## src/rtl/acq_regs_pkg.sv

```systemverilog
// Shared register map for the acquisition control bank.
// Holds the addresses, fixed read values and STATUS/CONTROL bit positions.
package acq_regs_pkg;

  localparam logic [6:0] ADDR_VERSION = 7'h00;
  localparam logic [6:0] ADDR_STATUS  = 7'h01;
  localparam logic [6:0] ADDR_LED     = 7'h05;
  localparam logic [6:0] ADDR_MODE    = 7'h0A;
  localparam logic [6:0] ADDR_SCRATCH = 7'h0D;
  localparam logic [6:0] CHANNEL_BASE = 7'h10;
  localparam logic [6:0] DIV_BASE     = 7'h20;

  localparam logic [7:0] VERSION       = 8'h20;
  localparam logic [7:0] SCRATCH_RESET = 8'h73;
  localparam logic [7:0] STATUS_FIXED  = 8'b0010_0000;

  // STATUS read bits
  localparam int STATUS_EN_BIT   = 0;
  localparam int STATUS_BUSY_BIT = 1;
  localparam int STATUS_OVF_BIT  = 2;

  // STATUS_CONTROL write bits
  localparam int CTRL_EN_BIT    = 0;
  localparam int CTRL_PULSE_BIT = 1;
  localparam int CTRL_W1C_BIT   = 2;

endpackage

```

## src/rtl/led_pwm.sv

```systemverilog
// Free-running PWM for the status LED; the top 8 counter bits are compared
// against the brightness, so brightness 0 keeps the LED dark.
module led_pwm #(
  parameter int PWM_BITS = 18
) (
  input  logic       clk,
  input  logic       rst,
  input  logic [7:0] brightness,
  output logic       led_out
);

  logic [PWM_BITS-1:0] counter;

  always_ff @(posedge clk) begin
    if (rst) counter <= '0;
    else     counter <= counter + 1'b1;
  end

  // Active-low drive: the LED lights while the PWM phase is below brightness.
  assign led_out = ~(counter[PWM_BITS-1 -: 8] < brightness);

endmodule

```

## src/rtl/acq_control_regs.sv

```systemverilog
// Control-register bank for the acquisition core: address decode, atomic
// multi-byte divisor commit, self-timed acquisition reset and sticky overflow.
module acq_control_regs
  import acq_regs_pkg::*;
#(
  parameter int CHANNELS     = 16,
  parameter int DIV_WIDTH    = 8,
  parameter int RESET_CYCLES = 16,
  parameter int PWM_BITS     = 18,
  parameter int AUTO_STOP    = 1
) (
  input  logic                 clk,
  input  logic                 rst,
  input  logic [6:0]           reg_num,
  input  logic                 reg_write,
  input  logic [7:0]           reg_data_write,
  output logic [7:0]           reg_data_read,
  input  logic                 acq_overflow,
  output logic                 acq_enable,
  output logic                 acq_reset,
  output logic                 clock_select,
  output logic [DIV_WIDTH-1:0] clock_divisor,
  output logic [CHANNELS-1:0]  channel_enable,
  output logic                 led_out
);

  localparam int NB    = CHANNELS / 8;
  localparam int DB    = DIV_WIDTH / 8;
  localparam int CNT_W = $clog2(RESET_CYCLES + 1);
  localparam logic [CNT_W-1:0] RST_LOAD = CNT_W'(RESET_CYCLES);

  logic                 acq_enable_q;
  logic                 ovf_sticky;
  logic                 rst_busy;
  logic [CNT_W-1:0]     rst_cnt;
  logic [7:0]           brightness;
  logic [7:0]           scratchpad;
  logic [DIV_WIDTH-1:0] div_shadow;
  logic [DIV_WIDTH-1:0] div_next;
  logic                 wr_status;

  assign wr_status  = reg_write && (reg_num == ADDR_STATUS);
  assign rst_busy   = (rst_cnt != '0);
  assign acq_reset  = rst | rst_busy;
  assign acq_enable = acq_enable_q & ~rst_busy;

  // Committed value = new top byte over the lower shadow bytes, loaded in one edge.
  always_comb begin
    // NOTE: every always_comb output gets a default first so no latch is inferred.
    div_next                   = div_shadow;
    div_next[DIV_WIDTH-1 -: 8] = reg_data_write;
  end

  always_ff @(posedge clk) begin
    // NOTE: all state is small flops, so every register is reset here; nonblocking (<=) only.
    if (rst) begin
      acq_enable_q   <= 1'b0;
      ovf_sticky     <= 1'b0;
      rst_cnt        <= '0;
      brightness     <= 8'h00;
      scratchpad     <= SCRATCH_RESET;
      clock_select   <= 1'b0;
      clock_divisor  <= '0;
      div_shadow     <= '0;
      channel_enable <= '0;
    end else begin
      if (wr_status && reg_data_write[CTRL_PULSE_BIT]) rst_cnt <= RST_LOAD;
      else if (rst_busy)                                rst_cnt <= rst_cnt - 1'b1;

      if (wr_status) begin
        acq_enable_q <= reg_data_write[CTRL_EN_BIT];
        if (reg_data_write[CTRL_W1C_BIT]) ovf_sticky <= 1'b0;
      end
      // Overflow is evaluated last so it beats both W1C and an enable write.
      if (acq_overflow) begin
        ovf_sticky <= 1'b1;
        if (AUTO_STOP != 0) acq_enable_q <= 1'b0;
      end

      if (reg_write) begin
        if (reg_num == ADDR_LED)     brightness   <= reg_data_write;
        if (reg_num == ADDR_MODE)    clock_select <= reg_data_write[0];
        if (reg_num == ADDR_SCRATCH) scratchpad   <= reg_data_write;
        for (int k = 0; k < NB; k++)
          if (reg_num == CHANNEL_BASE + 7'(k)) channel_enable[8*k +: 8] <= reg_data_write;
        for (int k = 0; k < DB - 1; k++)
          if (reg_num == DIV_BASE + 7'(k)) div_shadow[8*k +: 8] <= reg_data_write;
        if (reg_num == DIV_BASE + 7'(DB - 1)) clock_divisor <= div_next;
      end
    end
  end

  always_comb begin
    reg_data_read = 8'h00;
    case (reg_num)
      ADDR_VERSION: reg_data_read = VERSION;
      ADDR_STATUS: begin
        reg_data_read                  = STATUS_FIXED;
        reg_data_read[STATUS_EN_BIT]   = acq_enable_q;
        reg_data_read[STATUS_BUSY_BIT] = rst_busy;
        reg_data_read[STATUS_OVF_BIT]  = ovf_sticky;
      end
      ADDR_LED:     reg_data_read = brightness;
      ADDR_MODE:    reg_data_read = {7'b0, clock_select};
      ADDR_SCRATCH: reg_data_read = scratchpad;
      default:      reg_data_read = 8'h00;
    endcase
    for (int k = 0; k < NB; k++)
      if (reg_num == CHANNEL_BASE + 7'(k)) reg_data_read = channel_enable[8*k +: 8];
    for (int k = 0; k < DB; k++)
      if (reg_num == DIV_BASE + 7'(k)) reg_data_read = clock_divisor[8*k +: 8];
  end

  led_pwm #(.PWM_BITS(PWM_BITS)) u_led_pwm (
    .clk       (clk),
    .rst       (rst),
    .brightness(brightness),
    .led_out   (led_out)
  );

endmodule

```

## config.mk

```make
export PLATFORM = sky130hd
export DESIGN_NAME = acq_control_regs
export DESIGN_NICKNAME = d
export VERILOG_FILES = /design/src/rtl/acq_regs_pkg.sv /design/src/rtl/led_pwm.sv /design/src/rtl/acq_control_regs.sv
export SDC_FILE = /design/constraint.sdc
export NUM_CORES = 1
export LEC_CHECK = 0
export CAP_MARGIN = 30
export CORE_ASPECT_RATIO = 2
export CORE_MARGIN = 2
export CORE_UTILIZATION = 24
export DETAILED_ROUTE_END_ITERATION = 6
export DONT_BUFFER_PORTS = 1
export PLACE_DENSITY = 0.37
export SLEW_MARGIN = 20
export SYNTH_ARGS = -nofsm -noshare
export SYNTH_HDL_FRONTEND = slang
export SYNTH_SLANG_ARGS = --single-unit
```

## constraint.sdc

```tcl
create_clock -name clk -period 2 [get_ports clk]
set_input_delay 0.4 -clock clk [delete_from_list [all_inputs] [get_ports clk]]
set_output_delay 0.4 -clock clk [all_outputs]
set_load 0.02 [all_outputs]
```

# Word level (Yosys, flattened, before mapping)
# Cells that the tools add are included.
# totals
ff_bits	66
out_inout_bits	36
# classes
n_addsub	2
magnitude_cmp	1
eq_ne	7
n_mux	9
bitwise	4
reduce_logical	16
# op_table
operator	n
8-bit case mux with 5 select lines	1
8-bit 2-to-1 mux	3
18-bit by 1-bit adder with 18-bit output, second input constant	1
7-bit by 4-bit equality test with 1-bit output, second input constant	2
7-bit by 5-bit equality test with 1-bit output, second input constant	2
2-bit AND reduction	7
5-bit 2-to-1 mux	2
8-bit less-than comparator	1
7-bit by 1-bit equality test with 1-bit output, second input constant	1
7-bit by 3-bit equality test with 1-bit output, second input constant	1
7-bit by 6-bit equality test with 1-bit output, second input constant	1
7-bit logical NOT	1
2-bit nonzero test	3
5-bit nonzero test	1
5-bit by 1-bit subtractor with 5-bit output, second input constant	1
2-bit OR reduction	2
1-bit 2-to-1 mux	3
1-bit logical AND	2
1-bit NOT	2
1-bit bitwise AND	1
1-bit bitwise OR	1

# Logic depth before layout (Yosys ltp)
# Gate-level depths: netlist of the first run.
# depth
word_depth	5
mapped_depth	7
ltp_nobuf	6

# Modules after synthesis
# A second synthesis of the first run with hierarchy kept.
# hier_totals
cells_unflattened	375
area_unflattened_um2	3279.4
# modules_own_cells
mod	n_inst	cells_per_inst	area_each_um2	seq_area_each_um2
acq_control_regs	1	264	2308.5	960.9
led_pwm	1	111	970.9	360.3

# Least setup slack after synthesis of the first run
# No wires, ideal clock.
# synth_timing
kind	input -> output
start	input reg_num[3]
end	output reg_data_read[2]
arrival_time_ps	1662
slack_ps	-62
cell_stages	6
n_path_buf	2
path_cell_list	buf_6 nor3_2 buf_4 nand2_1 o32a_1 o2bb2ai_1
# synth_via
elab_chain_len	5
# synth_rtl
element	line	rtl
start, declared	acq_control_regs.sv:14	input logic [6:0] reg_num,
7-bit by 4-bit equality test with 1-bit output, or another cell as far along	acq_control_regs.sv:95	case (reg_num)
8-bit case mux with 5 select lines	acq_control_regs.sv:95	
8-bit 2-to-1 mux (2 in series)	acq_control_regs.sv:109	if (reg_num == CHANNEL_BASE + 7'(k)) reg_data_read = channel_enable[8*k +: 8];
8-bit 2-to-1 mux (*)	acq_control_regs.sv:111	if (reg_num == DIV_BASE + 7'(k)) reg_data_read = clock_divisor[8*k +: 8];
end, declared	acq_control_regs.sv:17	output logic [7:0] reg_data_read,
# Every way passes the cells marked *; elsewhere a longest branch is shown, timed or not.

# Worst setup path in the final report of the first run
# layout_timing
start	register brightness[4]
end	output led_out
# layout_via
elab_chain_len	2
# layout_rtl
element	line	rtl
start, declared	acq_control_regs.sv:36	logic [7:0] brightness;
start signal, assigned	acq_control_regs.sv:81	if (reg_num == ADDR_LED) brightness <= reg_data_write;
8-bit less-than comparator	led_pwm.sv:20	assign led_out = ~(counter[PWM_BITS-1 -: 8] < brightness);
1-bit NOT	led_pwm.sv:20	
end, declared	acq_control_regs.sv:24	output logic led_out
# Every way passes these cells.

==> results by group, run 1 <==
Logic synthesis
  • Area leader, netlist: dfxtp_1
  • Syn avg cell area: 8.95 sq um
  • Yosys reg bits: 66
  • Cells after Synth: 378
  • Main synth FF type: dfxtp_1
  • Top-area cell type share of the netlist area: 39.1%
  • Syn Std Cell Area: 3380 sq um
  • Asr flop ratio synth: 0%
  • Net Count, Synth: ~400
  • Count of different cell masters after synthesis: 54
  • Post-synthesis sequential area ratio: around two fifths
  • Post-synth EDFFs: 0
  • YS warnings: 0
  • Top cells by area, synth: dfxtp_1, mux2i_1, nor2_1, ha_1, xnor2_1

Finish
  • Number of diodes: 0
  • Share of post-route cells with drive strength above 1: about a quarter
  • Most frequent cells in the layout: nor2_1, dfxtp_1, mux2i_1, buf_4, nand2_1
  • Final cell count without fillers: 598
  • Most common cell after layout, fill and taps aside: nor2_1
  • Final instance area: around 4200 sq um
  • Final nets: 433
  • Area growth, synth to finish: 24.3%

STA
  • Final setup vio count: 2
  • Pin slew with the least headroom to its limit: approximately 0.48 ns
  • Setup TNS: -0.182 ns
  • Final WS setup: -0.121 ns
  • Final period utilization: 106%
  • Fin. Hold Viols: 0
  • Final min period: 2.12 ns
  • Final worst clock skew: 0.0101 ns
  • RSZ-0062 raised after global routing: yes
  • Slew Viols, Final: 0
  • Rel. slew slack: 68.1%
  • F_max: between 400 and 500 MHz

Routing
  • 1st-pass router iterations: 4
  • Routed WL: 9610 microns
  • Via density: 4.54
  • Vias: 2713
  • Wire per inst: between 15 and 20 microns
  • ANT nets after route: 0
  • Detailed Route Iter0 Violations: 80
  • DRC: 0

CTS
  • Post-CTS Hold Fix Bufs: 0
  • Sink Count: 66
  • Deepest clock path buffer count: 2
  • H-tree Lvls: 3
  • Worst-path clk slew: 0.06 ns
  • Clk_lat worst skew: 0.33 ns
  • Num CTS Buffers: 9
  • CTS Root Buffer Type: clkbuf_16
  • CTS tree: built

Setup path
  • Arr. time, crit path: 1.72 ns
  • Crit-path max FO: 2
  • R2R setup slack: 0.33 ns
  • Crit path capture: led_out
  • Setup CP Type: reg2out
  • Worst setup SP type: flop
  • Reg2reg path depth: 4
  • Worst EP required: ~1.6 ns
  • Reg-to-reg endpoint: u_led_pwm.counter[17]
  • Endpoint class of the critical path: primary output
  • RR Startpoint: u_led_pwm.counter[7]
  • Slowest stage cell, crit path: a2111oi_4
  • CP Launch Point: brightness[4]
  • Crit-path cells: inv_2 -> ha_2 -> a2111oi_4 -> nand2_1 -> o21ai_1 -> a31oi_2 -> buf_4
  • Crit-path max cell delay: 0.39 ns

Global routing
  • Largest net degree at the start of global routing: between 70 and 80
  • All-Layer GR Usage: 13.2%
  • Met2 GRT Util: roughly 25%
  • Antenna violations before repair: 0
  • Met3 usage: 2.58%
  • Total gr overflow: 0
  • Met1 Track Usage GR: 13.4%
  • First-pass GRT wire length: between 10000 and 15000 microns
  • Vias in the first global route: around 2700
  • Most used routing layer: met2

Die
  • Site Rows: 61
  • Top-Level Pins: 55
  • DIE AREA: roughly 15000 sq um
  • Initial Utilization: 24.5%
  • Vert. Die Dim: 172 microns
  • Die span in x: 87.9 microns
  • Core area: 13800 sq um

Power
  • PD cells: 882 nW/um^2
  • Leakage: 1.77 nW
  • Max IR drop VDD: around 370 uV

Run status
  • Status: complete, but fails checks
  • Violated checks: negative setup slack

Job
  • Maxcap violations: 0

Worst hold path
  • Hold Crit Class: in2reg

Place
  • Placed Instances: approximately 580
  • Post-DP HPWL: 7070 microns
  • Placed cell area: 3740 sq um
  • GPL Wtd Cong: around 0.75
  • PortBufs: 0
[per-layer routing]
metal	up-vias	wire length, microns
li1	1365	-
met1	1290	3670
met2	45	5400
met3	13	322
met4	0	227
met5	-	0
[metrics by stage]
step / total power, mW / utilization [%] / setup slack, ns / hold WS (ns)
after global placement: 1.89 / 27.1 / -0.0169 / 0.445
final: 3.71 / 30.4 / -0.121 / 0.142
after global routing: 3.90 / 30.4 / -0.181 / 0.128
after floorplan: 1.81 / - / 0.00299 / 0.430
after CTS: 3.76 / 30.1 / -0.116 / 0.125
after detailed placement: 1.90 / 27.1 / -0.0381 / 0.456
[critical path, delay by kind of cell (launching register included)]
family	cells	cell delay (ns)
buf+inv	2	0.22
simple gates	1	0.09
fa+ha+maj	1	0.18
compound gates	3	0.58
flops	1	0.33
[registers in the layout (all words and copies together) (netlist names)]
| signal | cells |
|---|---|
| acq_enable_q | 1 |
| clock_select | 1 |
| scratchpad | 8 |
| u_led_pwm.counter | 18 |
| clock_divisor | 8 |
| rst_cnt | 5 |
| ovf_sticky | 1 |
| brightness | 8 |
| channel_enable | 16 |
[cells in the mapped netlist (3+ instances only)]
master / number
a21oi_1: 9
inv_1: 14
buf_4: 3
a21oi_2: 5
mux2_2: 8
o21ai_0: 13
nand3_1: 10
mux2i_1: 40
nor2b_1: 7
nand2_1: 16
and2_1: 3
nand4_1: 6
and3_1: 3
a22oi_1: 3
clkbuf_1: 11
nand2b_1: 3
dfxtp_1: 66
nor3_2: 6
nor3_1: 6
ha_1: 10
buf_2: 3
xnor2_1: 12
nor2_1: 81
[how the worst min path moves through the flow]
stage,from,to,slack (ns),cells after the start
after global placement,u_led_pwm.counter[0],u_led_pwm.counter[0],0.44,1
after CTS,acq_overflow,acq_enable_q,0.13,1
after floorplan,u_led_pwm.counter[0],u_led_pwm.counter[0],0.43,1
after detailed placement,u_led_pwm.counter[0],u_led_pwm.counter[0],0.46,1
final,acq_overflow,acq_enable_q,0.14,1
after global routing,acq_overflow,acq_enable_q,0.13,1
[final cells by class]
type	count	area, sq um
multi-input combinational	278	1980
clock inverter	5	77.6
tap	189	236
timing repair buffer	35	279
fill	1472	9610
sequential	66	1330
inverter	14	55.1
clock buffer	11	243
[power by group]
group | leakage [nW] | internal, mW | switching [mW] | total, mW
Clock | 0.156 | 1.12 | 0.610 | 1.73
Sequential | 0.537 | 1.38 | 0.0676 | 1.44
Combinational | 1.08 | 0.299 | 0.235 | 0.535
Total | 1.77 | 2.80 | 0.913 | 3.71
[logic make-up after synthesis]
logic type      Yosys count  synth area share [%]
buf+inv                  34                  5.14
mux                      48                  14.5
flops                    66                  39.1
compound gates           46                  9.10
xor+xnor                 13                  3.37
fa+ha+maj                10                  3.70
simple gates            161                  25.1
[repair_timing]
item | CTS | global route
pin swaps | 8 | 8
gates resized for setup | 19 | 11
setup endpoints to repair | 4 | 6
setup buffers | 4 | 1
No activity file was read; power rests on OpenSTA's default activity.
==> run 2, diff against run 1 <==
--- a/config.mk
+++ b/config.mk
@@ -5,12 +5,14 @@
 export SDC_FILE = /design/constraint.sdc
 export NUM_CORES = 1
 export LEC_CHECK = 0
+export ABC_AREA = 1
 export CAP_MARGIN = 30
 export CORE_ASPECT_RATIO = 2
 export CORE_MARGIN = 2
 export CORE_UTILIZATION = 24
 export DETAILED_ROUTE_END_ITERATION = 6
 export DONT_BUFFER_PORTS = 1
+export HOLD_SLACK_MARGIN = 0.08
 export PLACE_DENSITY = 0.37
 export SLEW_MARGIN = 20
 export SYNTH_ARGS = -nofsm -noshare
==> run 2 against run 1 <==
Wire length rose by 5.9%. Area after synthesis fell by 1.2%. Largest power group unchanged. The run now ends clean. Cell area fell by 7.1%. Global-route usage rose by 1.3 points. Cell count rose by 9.4%. Critical endpoint is now reg_data_read[1]. Combinational power fell by 4%. Critical path type unchanged. Maximum frequency rose by 9.9%. Non-clock buffer count fell by 18. Largest cell class unchanged. Sequential power barely moved.
==> results by group, run 2 <==
Logic synthesis
  • Yosys reg bits: 66
  • Count of different cell masters after synthesis: 30
  • Syn Std Cell Area: 3340 sq um
  • Cells after Synth: between 400 and 500
  • Top cells by area, synth: dfxtp_1, nand2_1, nor2_1, a21oi_1, inv_1
  • YS warnings: 0
  • Area leader, netlist: dfxtp_1
  • Count leader, synth: nand2_1
  • Post-synth top cells: nand2_1, dfxtp_1, nor2_1
  • Syn avg cell area: around 7.0 sq um
  • Net Count, Synth: 509
  • Asr flop ratio synth: 0%
  • Post-synthesis sequential area ratio: 39.6%
  • Post-synth EDFFs: 0
  • Top-area cell type share of the netlist area: 39.6%
  • Main synth FF type: dfxtp_1

Global routing
  • Met3 usage: around 4.5%
  • Largest net degree at the start of global routing: 34
  • First-pass GRT wire length: roughly 17000 microns
  • Vias in the first global route: between 3000 and 4000
  • Met1 Track Usage GR: approximately a fifth
  • Antenna violations before repair: 0
  • Total gr overflow: 0
  • Most used routing layer: met2
  • All-Layer GR Usage: 14.5%
  • Met2 GRT Util: 22.3%

Power
  • Leakage: 1.45 nW
  • Max IR drop VDD: 349 uV
  • Internal power: 2.60 mW
  • Seq pwr share: 40.5%
  • P_sw: 895 uW
  • PD cells: slightly below 900 nW/um^2
  • Sw Share: 25.6%
  • Clock network power share: between 40% and 50%
  • Combinational Power Share: 14.7%

Setup path
  • Reg-to-reg endpoint: u_led_pwm.counter[16]
  • Slowest stage cell, crit path: dfxtp_2
  • Crit-path cells: inv_2 -> ha_4 -> inv_2 -> nor2_4 -> nand2_2 -> nand3_2 -> nand2_2 -> nor2_4 -> nand4_1
  • Arr. time, crit path: 1.53 ns
  • Crit-path max cell delay: 0.32 ns
  • Crit-path max FO: 2
  • Buf+Inv Stages, Crit Path: 2
  • Endpoint class of the critical path: primary output
  • Reg2reg path depth: 5
  • RR Startpoint: u_led_pwm.counter[0]
  • Worst setup SP type: flop
  • R2R setup slack: between 0.5 and 0.6 ns
  • Worst EP required: 1.60 ns
  • CP Launch Point: rst_cnt[0]
  • Setup CP Type: reg2out
  • CP top delay family: simple AND/OR/NAND/NOR gates

Routing
  • ANT nets after route: 0
  • 1st-pass router iterations: 4
  • Via density: 4.67
  • Wire per inst: 15.6 microns
  • Routed WL: 10200 microns
  • DRC: 0
  • Detailed Route Iter0 Violations: roughly 150
  • Vias: 3054

Worst hold path
  • Worst min-delay path startpoint: rst
  • Hold Crit Class: in2reg
  • Hold Path Stages: 1
  • Worst Hold End: channel_enable[14]

Place
  • Placed cell area: 3530 sq um
  • GPL Wtd Cong: 0.745
  • Post-DP HPWL: 7380 microns
  • PortBufs: 0

STA
  • Pin slew with the least headroom to its limit: 0.451 ns
  • Rel. slew slack: 69.7%
  • RSZ-0062 raised after global routing: yes
  • Fin. Hold Viols: 0
  • Final setup vio count: 0
  • Final period utilization: 96.5%
  • Final worst clock skew: 0.0100 ns
  • Final min period: 1.93 ns
  • Slew Viols, Final: 0
  • F_max: 518 MHz
  • Hold WS: approximately 0.14 ns

Finish
  • Final instance area: 3910 sq um
  • Number of diodes: 0
  • Most common cell after layout, fill and taps aside: nand2_1
  • Number of flip-flops in the largest register: 18
  • Area growth, synth to finish: 17.0%
  • Most frequent cells in the layout: nand2_1, dfxtp_1, nor2_1, inv_1, a21oi_1
  • Biggest register: u_led_pwm.counter
  • Final nets: 522
  • Share of post-route cells with drive strength above 1: 14.7%
  • Biggest regs: u_led_pwm.counter x18, channel_enable x16

CTS
  • Clk_lat worst skew: 0.33 ns
  • H-tree Lvls: 3
  • Deepest clock path buffer count: 2
  • Post-CTS Hold Fix Bufs: 0
  • CTS Root Buffer Type: clkbuf_16
  • Worst-path clk slew: 0.06 ns
  • Num CTS Buffers: 9
  • CTS tree: built
  • Sink Count: 66

Die
  • Top-Level Pins: 55
  • Core area: 13700 sq um
  • Vert. Die Dim: 171 microns
  • DIE AREA: 14900 sq um
  • Die span in x: 87.4 microns
  • Initial Utilization: about 24%
  • Site Rows: 61

Job
  • Maxcap violations: 0

Run status
  • Status: finished clean
[run 2: cell count changes after synthesis, sizes merged, moves of 7 or more]
cell	delta
inv	+39
nor2	-11
nor2b	-7
xnor2	-9
mux2	-8
nand3	+23
nand2	+95
o21ai	+22
a21oi	+25
mux2i	-40
nor3	+8
[run 2: worst max path at each step]
| stage | endpoint | slack, ns | depth (start not counted) |
|---|---|---|---|
| after CTS | reg_data_read[1] | -0.02 | 9 |
| after global routing | reg_data_read[1] | -0.01 | 9 |
| final | reg_data_read[1] | 0.07 | 9 |
| after detailed placement | reg_data_read[6] | 0.12 | 7 |
| after floorplan | reg_data_read[5] | 0.28 | 6 |
| after global placement | reg_data_read[6] | 0.18 | 7 |
[run 2: timing repair]
action                                  CTS  global route
resized for setup                        12             7
endpoints found under the setup margin    2             5
pin swaps                                 5             5
setup buffers                             5             1
[run 2: worst reg2reg max path, cell delays in order (launching register included)]
cell and delay (ns):
dfxtp_1 0.33, ha_1 0.18, nand3_1 0.19, nor3_1 0.41, nand4_1 0.15, a21oi_1 0.16
[run 2: through the flow]
stage	total power, mW	setup TNS [ns]	std cells	util [%]	worst slack [ns]
after floorplan	1.73	0	480	-	0.276
after global placement	1.81	0	633	25.7	0.175
after detailed placement	1.81	0	633	25.7	0.122
after CTS	3.52	-0.0216	653	28.3	-0.0216
after global routing	3.67	-0.0124	654	28.4	-0.0124
final	3.49	0	654	28.4	0.0701
[run 2: logic make-up (layout without fill, tap and decap cells)]
group | Yosys count | after routing | share of synthesized area, %
buf+inv | 68 | 85 | 8.65
simple gates | 251 | 251 | 34.1
compound gates | 81 | 81 | 12.9
fa+ha+maj | 10 | 10 | 3.75
flops | 66 | 66 | 39.6
xor+xnor | 4 | 4 | 1.05
[run 2: layout make-up]
| class | count | area, sq um |
|---|---|---|
| Clock inverter | 3 | 40.0 |
| Sequential cell | 66 | 1330 |
| Clock buffer | 12 | 246 |
| Fill cell | 1518 | 9830 |
| Timing Repair Buffer | 17 | 128 |
| Inverter | 53 | 199 |
| Tap cell | 157 | 196 |
| Multi-Input combinational cell | 346 | 1770 |
[run 2: power by group through the flow]
stage | Sequential, mW | Clock, mW | Combinational, mW
global route | 1.42 | 1.67 | 0.580
finish | 1.42 | 1.56 | 0.515
floorplan | 1.43 | 0 | 0.299
CTS | 1.41 | 1.62 | 0.492
detailed placement | 1.43 | 0 | 0.374
global placement | 1.44 | 0 | 0.376
[run 2: per-layer routing]
layer / wire length [microns] / vias to the layer above
li1: - / 1587
met1: 4770 / 1374
met2: 4580 / 82
met3: 697 / 11
met4: 127 / 0
met5: 0 / -
